$ cat src/rtl/color_palette_if.sv
// Pixel stream, palette write port and colour-cycling controls of the colour palette stage.
// The master drives pixels/controls in; the slave is the palette block itself.
interface color_palette_if #(
  parameter int ITER_W  = 5,
  parameter int COLOR_W = 8,
  parameter int DIV_W   = 8
);
  logic                   in_valid;
  logic                   in_ready;
  logic [ITER_W-1:0]      in_iter;
  logic                   in_inset;
  logic                   out_valid;
  logic                   out_ready;
  logic [COLOR_W-1:0]     out_red;
  logic [COLOR_W-1:0]     out_green;
  logic [COLOR_W-1:0]     out_blue;
  logic                   wr_en;
  logic [ITER_W-1:0]      wr_addr;
  logic [3*COLOR_W-1:0]   wr_data;
  logic                   frame_tick;
  logic                   cycle_en;
  logic                   cycle_dir;
  logic [DIV_W-1:0]       cycle_div;
  logic [ITER_W-1:0]      offset;

  modport master (
    output in_valid, in_iter, in_inset, out_ready,
    output wr_en, wr_addr, wr_data,
    output frame_tick, cycle_en, cycle_dir, cycle_div,
    input  in_ready, out_valid, out_red, out_green, out_blue, offset
  );

  modport slave (
    input  in_valid, in_iter, in_inset, out_ready,
    input  wr_en, wr_addr, wr_data,
    input  frame_tick, cycle_en, cycle_dir, cycle_div,
    output in_ready, out_valid, out_red, out_green, out_blue, offset
  );
endinterface

$ cat src/rtl/color_palette.sv
// Iteration-count to RGB mapper: two-stage valid/ready pipeline (index, colour) over a
// runtime-writable palette, with frame-tick driven palette rotation.
module color_palette #(
  parameter int                     ITER_W    = 5,
  parameter int                     COLOR_W   = 8,
  parameter logic [3*COLOR_W-1:0]   INSET_RGB = 24'h000000,
  parameter int                     DIV_W     = 8
) (
  input logic             clk,
  input logic             rst_n,
  color_palette_if.slave  bus_io
);
  localparam int DEPTH = 1 << ITER_W;
  localparam int SHIFT = COLOR_W - ITER_W;
  localparam int RGB_W = 3 * COLOR_W;

  function automatic logic [RGB_W-1:0] grey(input int k);
    logic [COLOR_W-1:0] c;
    c = COLOR_W'(k) << SHIFT;
    return {c, c, c};
  endfunction

  logic [RGB_W-1:0]  pal_q [DEPTH];

  logic              v1_q;
  logic [ITER_W-1:0] idx1_q, idx1_d;
  logic              inset1_q;

  logic              v2_q;
  logic [RGB_W-1:0]  rgb2_q, rgb2_d;

  logic [ITER_W-1:0] off_q, off_d;
  logic [DIV_W-1:0]  cnt_q, cnt_d;

  logic              en1, en2;

  // Stall propagates backwards: a stage may load when it is empty or its successor moves.
  always_comb begin
    en2    = !v2_q || bus_io.out_ready;
    en1    = !v1_q || en2;
    idx1_d = bus_io.in_iter + off_q;
    rgb2_d = inset1_q ? INSET_RGB : pal_q[idx1_q];
    cnt_d  = cnt_q;
    off_d  = off_q;
    if (bus_io.frame_tick && bus_io.cycle_en) begin
      if (cnt_q >= bus_io.cycle_div) begin
        cnt_d = '0;
        off_d = bus_io.cycle_dir ? off_q - ITER_W'(1) : off_q + ITER_W'(1);
      end else begin
        cnt_d = cnt_q + DIV_W'(1);
      end
    end
  end

  always_ff @(posedge clk or negedge rst_n) begin
    if (!rst_n) begin
      for (int k = 0; k < DEPTH; k++) begin
        pal_q[k] <= grey(k);
      end
    end else if (bus_io.wr_en) begin
      pal_q[bus_io.wr_addr] <= bus_io.wr_data;
    end
  end

  always_ff @(posedge clk or negedge rst_n) begin
    if (!rst_n) begin
      v1_q     <= 1'b0;
      idx1_q   <= '0;
      inset1_q <= 1'b0;
      v2_q     <= 1'b0;
      rgb2_q   <= '0;
      off_q    <= '0;
      cnt_q    <= '0;
    end else begin
      off_q <= off_d;
      cnt_q <= cnt_d;
      if (en1) begin
        v1_q <= bus_io.in_valid;
        if (bus_io.in_valid) begin
          idx1_q   <= idx1_d;
          inset1_q <= bus_io.in_inset;
        end
      end
      if (en2) begin
        v2_q <= v1_q;
        if (v1_q) begin
          rgb2_q <= rgb2_d;
        end
      end
    end
  end

  assign bus_io.in_ready  = en1;
  assign bus_io.out_valid = v2_q;
  assign bus_io.out_red   = rgb2_q[RGB_W-1 -: COLOR_W];
  assign bus_io.out_green = rgb2_q[2*COLOR_W-1 -: COLOR_W];
  assign bus_io.out_blue  = rgb2_q[COLOR_W-1:0];
  assign bus_io.offset    = off_q;

endmodule

$ cat src/flat_wrapper.sv
// flat-port wrapper written by rule: the top's interface ports become plain ports
module color_palette_flat 
#(
  parameter int                     ITER_W    = 5,
  parameter int                     COLOR_W   = 8,
  parameter logic [3*COLOR_W-1:0]   INSET_RGB = 24'h000000,
  parameter int                     DIV_W     = 8
)
  (clk, rst_n, bus_io_in_valid, bus_io_in_iter, bus_io_in_inset, bus_io_out_ready, bus_io_wr_en, bus_io_wr_addr, bus_io_wr_data, bus_io_frame_tick, bus_io_cycle_en, bus_io_cycle_dir, bus_io_cycle_div, bus_io_in_ready, bus_io_out_valid, bus_io_out_red, bus_io_out_green, bus_io_out_blue, bus_io_offset);
  color_palette_if #(.ITER_W(ITER_W), .COLOR_W(COLOR_W), .DIV_W(DIV_W)) bus_io_i ();
  input logic clk;
  input logic rst_n;
  input wire logic [$bits(bus_io_i.in_valid)-1:0] bus_io_in_valid;
  input wire logic [$bits(bus_io_i.in_iter)-1:0] bus_io_in_iter;
  input wire logic [$bits(bus_io_i.in_inset)-1:0] bus_io_in_inset;
  input wire logic [$bits(bus_io_i.out_ready)-1:0] bus_io_out_ready;
  input wire logic [$bits(bus_io_i.wr_en)-1:0] bus_io_wr_en;
  input wire logic [$bits(bus_io_i.wr_addr)-1:0] bus_io_wr_addr;
  input wire logic [$bits(bus_io_i.wr_data)-1:0] bus_io_wr_data;
  input wire logic [$bits(bus_io_i.frame_tick)-1:0] bus_io_frame_tick;
  input wire logic [$bits(bus_io_i.cycle_en)-1:0] bus_io_cycle_en;
  input wire logic [$bits(bus_io_i.cycle_dir)-1:0] bus_io_cycle_dir;
  input wire logic [$bits(bus_io_i.cycle_div)-1:0] bus_io_cycle_div;
  output wire logic [$bits(bus_io_i.in_ready)-1:0] bus_io_in_ready;
  output wire logic [$bits(bus_io_i.out_valid)-1:0] bus_io_out_valid;
  output wire logic [$bits(bus_io_i.out_red)-1:0] bus_io_out_red;
  output wire logic [$bits(bus_io_i.out_green)-1:0] bus_io_out_green;
  output wire logic [$bits(bus_io_i.out_blue)-1:0] bus_io_out_blue;
  output wire logic [$bits(bus_io_i.offset)-1:0] bus_io_offset;
  assign bus_io_i.in_valid = bus_io_in_valid;
  assign bus_io_i.in_iter = bus_io_in_iter;
  assign bus_io_i.in_inset = bus_io_in_inset;
  assign bus_io_i.out_ready = bus_io_out_ready;
  assign bus_io_i.wr_en = bus_io_wr_en;
  assign bus_io_i.wr_addr = bus_io_wr_addr;
  assign bus_io_i.wr_data = bus_io_wr_data;
  assign bus_io_i.frame_tick = bus_io_frame_tick;
  assign bus_io_i.cycle_en = bus_io_cycle_en;
  assign bus_io_i.cycle_dir = bus_io_cycle_dir;
  assign bus_io_i.cycle_div = bus_io_cycle_div;
  assign bus_io_in_ready = bus_io_i.in_ready;
  assign bus_io_out_valid = bus_io_i.out_valid;
  assign bus_io_out_red = bus_io_i.out_red;
  assign bus_io_out_green = bus_io_i.out_green;
  assign bus_io_out_blue = bus_io_i.out_blue;
  assign bus_io_offset = bus_io_i.offset;
  color_palette #(.ITER_W(ITER_W), .COLOR_W(COLOR_W), .INSET_RGB(INSET_RGB), .DIV_W(DIV_W)) u_core (.clk(clk), .rst_n(rst_n), .bus_io(bus_io_i));
endmodule
$ cat config.mk
export PLATFORM = sky130hd
export DESIGN_NAME = color_palette_flat
export DESIGN_NICKNAME = d
export VERILOG_FILES = /design/src/rtl/color_palette_if.sv /design/src/rtl/color_palette.sv /design/src/flat_wrapper.sv
export SDC_FILE = /design/constraint.sdc
export NUM_CORES = 1
export LEC_CHECK = 0
export ABC_CLOCK_PERIOD_IN_PS = 3900
export CAP_MARGIN = 5
export CORE_MARGIN = 2
export CORE_UTILIZATION = 39
export DETAILED_ROUTE_END_ITERATION = 16
export GPL_ROUTABILITY_DRIVEN = 0
export PLACE_DENSITY_LB_ADDON = 0.15
export SLEW_MARGIN = 20
export SYNTH_ARGS = -nofsm -noshare
export SYNTH_HDL_FRONTEND = slang
export SYNTH_SLANG_ARGS = --single-unit
$ cat constraint.sdc
create_clock -name clk -period 3.9 [get_ports clk]
set_input_delay 0.39 -clock clk [delete_from_list [all_inputs] [get_ports clk]]
set_output_delay 0.39 -clock clk [all_outputs]
set_load 0.05 [all_outputs]
# After elaboration in Yosys (flattened, before gate mapping)
# Index checks and enable logic that the tools add are counted.
[classes]
n_reduce_logical = 9
n_div = 0
add_sub_neg = 4
n_eq_ne = 0
n_lt_le_gt_ge = 4
shift = 0
n_mux = 9
bitwise_logic = 2
n_mul = 0
[op_table]
columns = ["cell", "n"]
rows = [
  ["768-bit bitwise mux", 1],
  ["24-bit binary-select mux with 5-bit select", 1],
  ["24-bit demux with 5-bit select", 1],
  ["24-bit two-way mux", 4],
  ["6-bit greater-or-equal comparator (second input constant)", 2],
  ["5-bit inverter with 6-bit output", 2],
  ["8-bit by 1-bit adder with 8-bit output (second input constant)", 1],
  ["8-bit greater-or-equal comparator", 1],
  ["8-bit two-way mux", 1],
  ["6-bit by 1-bit less-than comparator with 1-bit output (second input constant)", 1],
  ["2-bit AND reduction", 3],
  ["5-bit by 1-bit adder with 5-bit output (second input constant)", 1],
  ["5-bit adder", 1],
  ["5-bit two-way mux", 1],
  ["5-bit by 1-bit subtractor with 5-bit output (second input constant)", 1],
  ["1-bit logical AND", 2],
  ["1-bit zero test", 2],
  ["1-bit logical OR", 2],
]
[totals]
mem_count = 0
romBits = 0
ff_bits = 813
ramBits = 0
latch_bits = 0

# Depth between registers and ports, before layout
# Gate-level depths: netlist (run 1).
[depth]
depth_word = 6
ltp_mapped = 10
mapped_depth_nobuf = 8

# Worst setup path before layout (run 1)
# No wires, ideal clock.
[synth_timing]
kind = "register -> register"
from = "reg u_core.v2_q (netlist: u_core.bus_io.out_valid)"
to = "reg u_core.idx1_q[0]"
t_required_ns = 3.775
path_stages_with_launch = 4
setup_ns = 0.125
path_buffers = 0
period_less_slack_ns = 2.057
slack_ns = 1.843
arrival_time_ns = 1.932
cell_sequence = "dfrtp_1 -> nand3b_1 -> nand2_1 -> mux2_2"
[synth_between]
elab_chain_len = 4
[synth_rtl]
columns = ["item", "line", "rtl"]
rows = [
  ["from (decl)", "color_palette.sv:29", "logic v2_q;"],
  ["from (signal assigned)", "color_palette.sv:85", "v2_q <= v1_q;"],
  ["1-bit zero test", "color_palette.sv:39", "en2 = !v2_q || bus_io.out_ready;"],
  ["1-bit logical OR", "color_palette.sv:39", ""],
  ["1-bit logical OR", "color_palette.sv:40", "en1 = !v1_q || en2;"],
  ["net bus_io_in_ready", "flat_wrapper.sv:24", "output wire logic [$bits(bus_io_i.in_ready)-1:0] bus_io_in_ready;"],
  ["2-bit AND reduction (no line)", "-", ""],
  ["to (signal assigned)", "color_palette.sv:80", "idx1_q <= idx1_d;"],
  ["to (decl)", "color_palette.sv:26", "logic [ITER_W-1:0] idx1_q, idx1_d;"],
]
# The timed path passes the listed nets, and every way through them passes these cells.
# A chain may end at the register's enable or synchronous reset.

# Worst setup path after layout (run 1)
[layout_timing]
from = "reg u_core.idx1_q[0]"
to = "reg u_core.rgb2_q[21]"
[layout_between]
elab_chain_len = 5
[layout_rtl]
columns = ["item", "line", "rtl"]
rows = [
  ["5-bit inverter with 6-bit output (implied by the code)", "color_palette.sv:42", "rgb2_d = inset1_q ? INSET_RGB : pal_q[idx1_q];"],
  ["24-bit binary-select mux with 5-bit select", "color_palette.sv:42", ""],
  ["24-bit two-way mux (implied by the code) (2 in series)", "color_palette.sv:42", ""],
  ["24-bit two-way mux", "color_palette.sv:42", ""],
  ["to (signal assigned)", "color_palette.sv:87", "rgb2_q <= rgb2_d;"],
  ["to (decl)", "color_palette.sv:30", "logic [RGB_W-1:0] rgb2_q, rgb2_d;"],
]
# No other way between the ends. The select of a mux whose other input is x is not followed.

==> results of run 1 <==
final timing paths:
path	end	slack, ns	cells past startpoint
worst max register to register	u_core.rgb2_q[21]$_DFFE_PN0P_	0.87	6
worst min register to register	u_core.pal_q[522]$_DFFE_PN0P_	0.50	1
worst max-delay path	u_core.rgb2_q[21]$_DFFE_PN0P_	0.87	6
min in group asynchronous	u_core.pal_q[751]$_DFFE_PN0P_	0.36	2
max in group asynchronous	u_core.idx1_q[1]$_DFFE_PN0P_	2.43	3
worst min-delay path	u_core.v1_q$_DFFE_PN0N_	0.34	2
cells by family (layout without fill, tap and decap cells):
family	count (synthesis)	in the layout
flip-flops	813	813
other	0	1
XOR/XNOR	9	9
buffers and inverters	248	368
multiplexers	1088	1088
AND/OR/NAND/NOR	149	149
adder cells (fa/ha/maj)	18	18
AO/OA/AOI/OAI	242	242
synth_stat cells, types with 14 or more instances:
library cell and count:
buf_4 26, o22ai_1 22, buf_2 59, ha_1 16, dfrtp_1 573, a211oi_1 22
clkbuf_1 128, nor2b_1 25, dfstp_2 240, buf_6 15, mux4_1 18, mux4_2 78
a22oi_1 50, mux2_2 841, nand2_1 56, a21oi_1 78, mux2i_1 151, o41ai_1 14
a221oi_1 16
flip-flops by register name (all words and copies together) (netlist names):
register and count:
u_core.pal_q 768, u_core.cnt_q 8, u_core.v1_q 1, u_core.bus_io.offset 5, u_core.inset1_q 1, u_core.rgb2_q 24
u_core.bus_io.out_valid 1, u_core.idx1_q 5
per-stage QoR:
step / hold slack (ns) / setup slack, ns
4_1_cts: 0.309 / 0.720
6_report: 0.342 / 0.866
3_3_place_gp: 0.456 / 0.721
2_1_floorplan: 0.0944 / 1.84
5_1_grt: 0.369 / 0.643
3_5_place_dp: 0.470 / 0.703
power breakdown:
group | internal [mW] | switching, mW
combinational | 4.62 | 5.16
clock | 5.06 | 3.43
sequential | 10.5 | 1.24
total | 20.2 | 9.83
area by class of cell:
type                    instances  share of cell area (%)
flip-flops and latches        813                    47.8
multi-input cells            1506                    37.4
clock buffers                 144                    6.34
repair buffers                190                    4.12
well taps                    1276                    3.70
clock inverters                22                   0.527
inverters                      12                   0.104
diodes                          1                 0.00579
metal layers:
metal | vias up | track usage (%) | part of all wire (%)
met4 | 2 | 5.51 | 2.4
met1 | 12000 | 28.9 | 47
met3 | 144 | 3.05 | 3.6
met5 | - | 0 | 0.012
li1 | 9554 | - | -
met2 | 410 | 33.7 | 47
==> metrics.cfg, run 1 <==
[run_status]
status=finished clean

[timing]
finalClockSkew_ns=0.0194
period_minus_slack_ns=3.03
tightest_slew_ns=0.994
slew_violations=0
setup_viol=0
relSlewSlack_pct=33.7
rsz0062_at_grt=false
fmax_ghz=0.330
finalCritPeriodShare_pct=77.8
hold_viol=0
fin_tns_setup_ns=0

[pwr]
ir_drop_mv=0.522
cellPowerDensity_nw_per_um2=696
p_leak_nw=18.8
total_power_mw=30.1

[clock_tree]
clk_pin_slew_worst_paths_ns=0.06
clockBufferDepth=3
clk_latency_ns=0.64
post_cts_buffers=0
cts_tree=yes
cts_made_buffers=89
cts.sinks=813
post_cts_resized=0
h-tree-depth=3
root_buffer=clkbuf_16
hold_buffers=1

[floorplan]
die_area_um2=99700
core_um2=96400
num_rows=114
die_h_um=316
pin_count=82
start_util_pct=39.3
die_w_um=316

[placement]
dpl_cell_area_um2=40200
io_buffers=81
dp.cells=3796
dp_hpwl_um=60500

[drt]
vias_per_cell=5.58
drt_iter0_drc=1217
dr.pass1.iters=5
antenna_left=0
routed_wl_um=101000
remaining_drc_errors=0
dr_total_vias=22100
wl_per_cell_um=25.6

[cells_and_area]
fillers=8646
area_growth_syn_to_layout_pct=14.0
fin_nets=2681
register_area_um2=20700
fin_util_pct=44.8
finalNonFillerCells=3964
final_common_cell=mux2_2
multi_input_area_um2=16100
final_cell_mix=841 x mux2_2, 569 x dfrtp_1, 240 x dfstp_2
fin_area_um2=43200
drive_above_1_share_pct=54.4

[synth]
synth_seq_cells=813
synth_xor_area_share_pct=0.208
synth.area.top_cells=dfrtp_1 38%, mux2_2 25%, dfstp_2 17%
synth_compound_area_share_pct=4.58
ys_types=48
synth_top_area_share_pct=37.8
synth_edf_count=0
synth_top_area_cell=dfrtp_1
synthAdderAreaFrac_pct=0.634
syn_nets=2636
syn_inst=2567
syn_area_um2=37900
ys_async_sr_fraction_pct=100
ys.flop_type=dfrtp_1
synth_top_family_by_area=multiplexers
syn_avg_cell_area_um2=14.8
synth-simple-area-share_pct=2.02
synth-warning-count=0
synth_mux_area_share_pct=34.9
ys_seq_area_share_pct=54.5

[critical_path]
start_kind=flip-flop
end_kind=flip-flop
startpoint=u_core.idx1_q[0]$_DFFE_PN0P_
critical_path_class=reg2reg
critPathTopFamily=flip-flops
cp.required_ns=4.38
cp_slowest_cell=dfrtp_4
crit_path_max_fanout=31
r2r_start=u_core.idx1_q[0]$_DFFE_PN0P_
worst-endpoint-arrival_ns=3.52
crit_path_cell_trace=buf_12 -> buf_4 -> mux4_2 -> nor2b_1 -> a211oi_1 -> o41ai_2
slowest_delay_ns=0.86
cp_num_buf_inv=2

[grt]
grt_pass1_wl_um=155000
antenna_found_initial=1
grt_usage_pct=20.7
grt_pass1_vias=23900
grt_max_degree=89
overflow=0

[job]
max_cap_viol_count=0

[hold_path]
hp-class=in2reg
hp-start=bus_io_in_valid

Power figures use the tool's default switching activity.
==> inputs of run 2 (changes only) <==
--- a/config.mk
+++ b/config.mk
@@ -5,7 +5,7 @@
 export SDC_FILE = /design/constraint.sdc
 export NUM_CORES = 1
 export LEC_CHECK = 0
-export ABC_CLOCK_PERIOD_IN_PS = 3900
+export ABC_CLOCK_PERIOD_IN_PS = 2800
 export CAP_MARGIN = 5
 export CORE_MARGIN = 2
 export CORE_UTILIZATION = 39
==> constraint.sdc (replaced) <==
create_clock -name clk -period 2.8 [get_ports clk]
set_input_delay 0.28 -clock clk [delete_from_list [all_inputs] [get_ports clk]]
set_output_delay 0.28 -clock clk [all_outputs]
set_load 0.05 [all_outputs]
==> metrics.cfg, run 2 (synthesis results as in run 1) <==
[timing]
fmax_ghz=0.373  ; was 0.330 GHz
rsz0062_at_grt=false  ; unchanged
setup_viol=0  ; unchanged
finalCritPeriodShare_pct=95.9  ; was 77.8%
relSlewSlack_pct=31.1  ; was 33.7%
period_minus_slack_ns=2.68  ; was 3.03 ns
finalClockSkew_ns=0.0223  ; was 0.0194 ns
tightest_slew_ns=1.03  ; was 0.994 ns
hold_viol=0  ; unchanged
slew_violations=0  ; unchanged

[critical_path]
worst-endpoint-arrival_ns=3.17  ; was 3.52 ns
reg2reg_depth=8  ; was 6
r2r-end=u_core.rgb2_q[4]$_DFFE_PN0P_  ; was u_core.rgb2_q[21]$_DFFE_PN0P_
rrSetupSlack_ns=0.12  ; was 0.87 ns
crit_path_max_fanout=22  ; was 31
start_kind=flip-flop  ; unchanged
critical_path_class=reg2reg  ; unchanged
cp.required_ns=3.28  ; was 4.38 ns
end_kind=flip-flop  ; unchanged
r2r_start=u_core.idx1_q[0]$_DFFE_PN0P_  ; unchanged

[floorplan]
num_rows=114  ; unchanged
start_util_pct=39.3  ; unchanged
pin_count=82  ; unchanged
die_w_um=316  ; unchanged
core_um2=96400  ; unchanged
die_h_um=316  ; unchanged
die_area_um2=99700  ; unchanged

[pwr]
ir_drop_mv=0.528  ; was 0.522 mV
total_power_mw=43.1  ; was 30.1 mW
p_leak_nw=19.3  ; was 18.8 nW
cellPowerDensity_nw_per_um2=972  ; was 696 nW/µm²

[drt]
routed_wl_um=104000  ; was 101,000 µm
antenna_left=0  ; unchanged
remaining_drc_errors=0  ; unchanged
drt_iter0_drc=1133  ; was 1,217
wl_per_cell_um=25.7  ; was 25.6 µm
dr.pass1.iters=6  ; was 5
dr_total_vias=22200  ; was 22,100
vias_per_cell=5.52  ; was 5.58

[cells_and_area]
area_growth_syn_to_layout_pct=16.9  ; was 14.0%
largest_reg_flops=768  ; unchanged
final_cell_mix=841 x mux2_2, 569 x dfrtp_1, 240 x dfstp_2  ; unchanged
finalNonFillerCells=4021  ; was 3,964
fin_nets=2735  ; was 2,681
reg_top3=u_core.pal_q (768), u_core.rgb2_q (24), u_core.cnt_q (8)  ; unchanged
regMostFlops=u_core.pal_q  ; unchanged
drive_above_1_share_pct=55.3  ; was 54.4%
final_common_cell=mux2_2  ; unchanged

[job]
max_cap_viol_count=0  ; unchanged

[grt]
grt_max_degree=102  ; was 89
grt_pass1_vias=24100  ; was 23,900
grt_usage_pct=21.0  ; was 20.7%
antenna_found_initial=1  ; unchanged
grt_pass1_wl_um=156000  ; was 155,000 µm
overflow=0  ; unchanged

[clock_tree]
cts.sinks=813  ; unchanged
cts_tree=yes  ; unchanged
clockBufferDepth=3  ; unchanged
clk_pin_slew_worst_paths_ns=0.06  ; about the same
post_cts_buffers=0  ; unchanged
clk_latency_ns=0.66  ; was 0.64 ns
root_buffer=clkbuf_16  ; unchanged
h-tree-depth=3  ; unchanged
cts_made_buffers=90  ; was 89

[run_status]
status=finished clean  ; unchanged

[placement]
dp_hpwl_um=63200  ; was 60,500 µm
io_buffers=81  ; unchanged
dp.cells=3849  ; was 3,796

[hold_path]
hp-class=in2async  ; was in2reg

==> run 2: cell types whose count changed in the layout (fill, tap and decap cells not counted), sizes merged <==
cell,delta
bufinv,+4
clkbuf,-3
clkdlybuf4s50,+9
buf,+44
clkinvlp,+2
clkinv,-3
inv,+4
==> run 2: cell type report <==
class                   count  area, µm²
well taps                1276       1600
clock buffers             141       2750
flip-flops and latches    813      20700
clock inverters            29        392
repair buffers            243       2690
fillers                  8587      52100
multi-input cells        1506      16200
diodes                      1       2.50
inverters                  12       45.0
==> run 2: worst max path at each step <==
stage,slack [ns],endpoint,from
floorplan,0.74,u_core.idx1_q[0]$_DFFE_PN0P_,u_core.bus_io.out_valid$_DFFE_PN0P_
global placement,-0.05,u_core.rgb2_q[13]$_DFFE_PN0P_,u_core.idx1_q[0]$_DFFE_PN0P_
detailed placement,-0.07,u_core.rgb2_q[13]$_DFFE_PN0P_,u_core.idx1_q[0]$_DFFE_PN0P_
CTS,0.007,u_core.rgb2_q[15]$_DFFE_PN0P_,u_core.idx1_q[0]$_DFFE_PN0P_
global route,0.001,u_core.rgb2_q[4]$_DFFE_PN0P_,u_core.idx1_q[0]$_DFFE_PN0P_
finish,0.12,u_core.rgb2_q[4]$_DFFE_PN0P_,u_core.idx1_q[0]$_DFFE_PN0P_
==> run 2: through the flow <==
| step | hold WS, ns | instance area [µm²] | TNS (ns) | setup WS [ns] | util (%) |
|---|---|---|---|---|---|
| floorplan | -0.0156 | 37900 | 0 | 0.743 | - |
| global placement | 0.236 | 41100 | -0.0563 | -0.0530 | 42.6 |
| detailed placement | 0.249 | 41100 | -0.0867 | -0.0748 | 42.6 |
| CTS | 0.173 | 44300 | 0 | 0.00669 | 45.9 |
| global route | 0.204 | 44300 | 0 | 0.00109 | 45.9 |
| finish | 0.172 | 44300 | 0 | 0.115 | 45.9 |
==> run 2: routing by layer <==
layer	vias up	track usage, %	part of all wire [%]
li1	9674	-	-
met1	12000	29.0	46
met3	156	2.89	3.5
met5	-	0	0.0077
met4	2	6.07	2.7
met2	407	34.8	48
==> run 2: report_power, final <==
part | internal (mW) | switching (mW) | total [mW]
sequential | 14.7 | 1.67 | 16.4
combinational | 6.94 | 7.36 | 14.3
clock | 7.50 | 4.89 | 12.4
==> run 2: critical path, stage by stage (launching register included) <==
cell	delay, ns
dfrtp_4	0.61
buf_12	0.25
buf_4	0.21
buf_4	0.16
buf_4	0.32
mux2i_1	0.26
a22oi_1	0.09
a21oi_1	0.48
o41ai_1	0.11
==> run 2: repair_timing <==
| action | in CTS | in global routing |
|---|---|---|
| hold buffers | 1 | 0 |
| gates resized for setup | 3 | 2 |
| setup endpoints to repair | 3 | 2 |
| endpoints found under the hold margin | 49 | 0 |
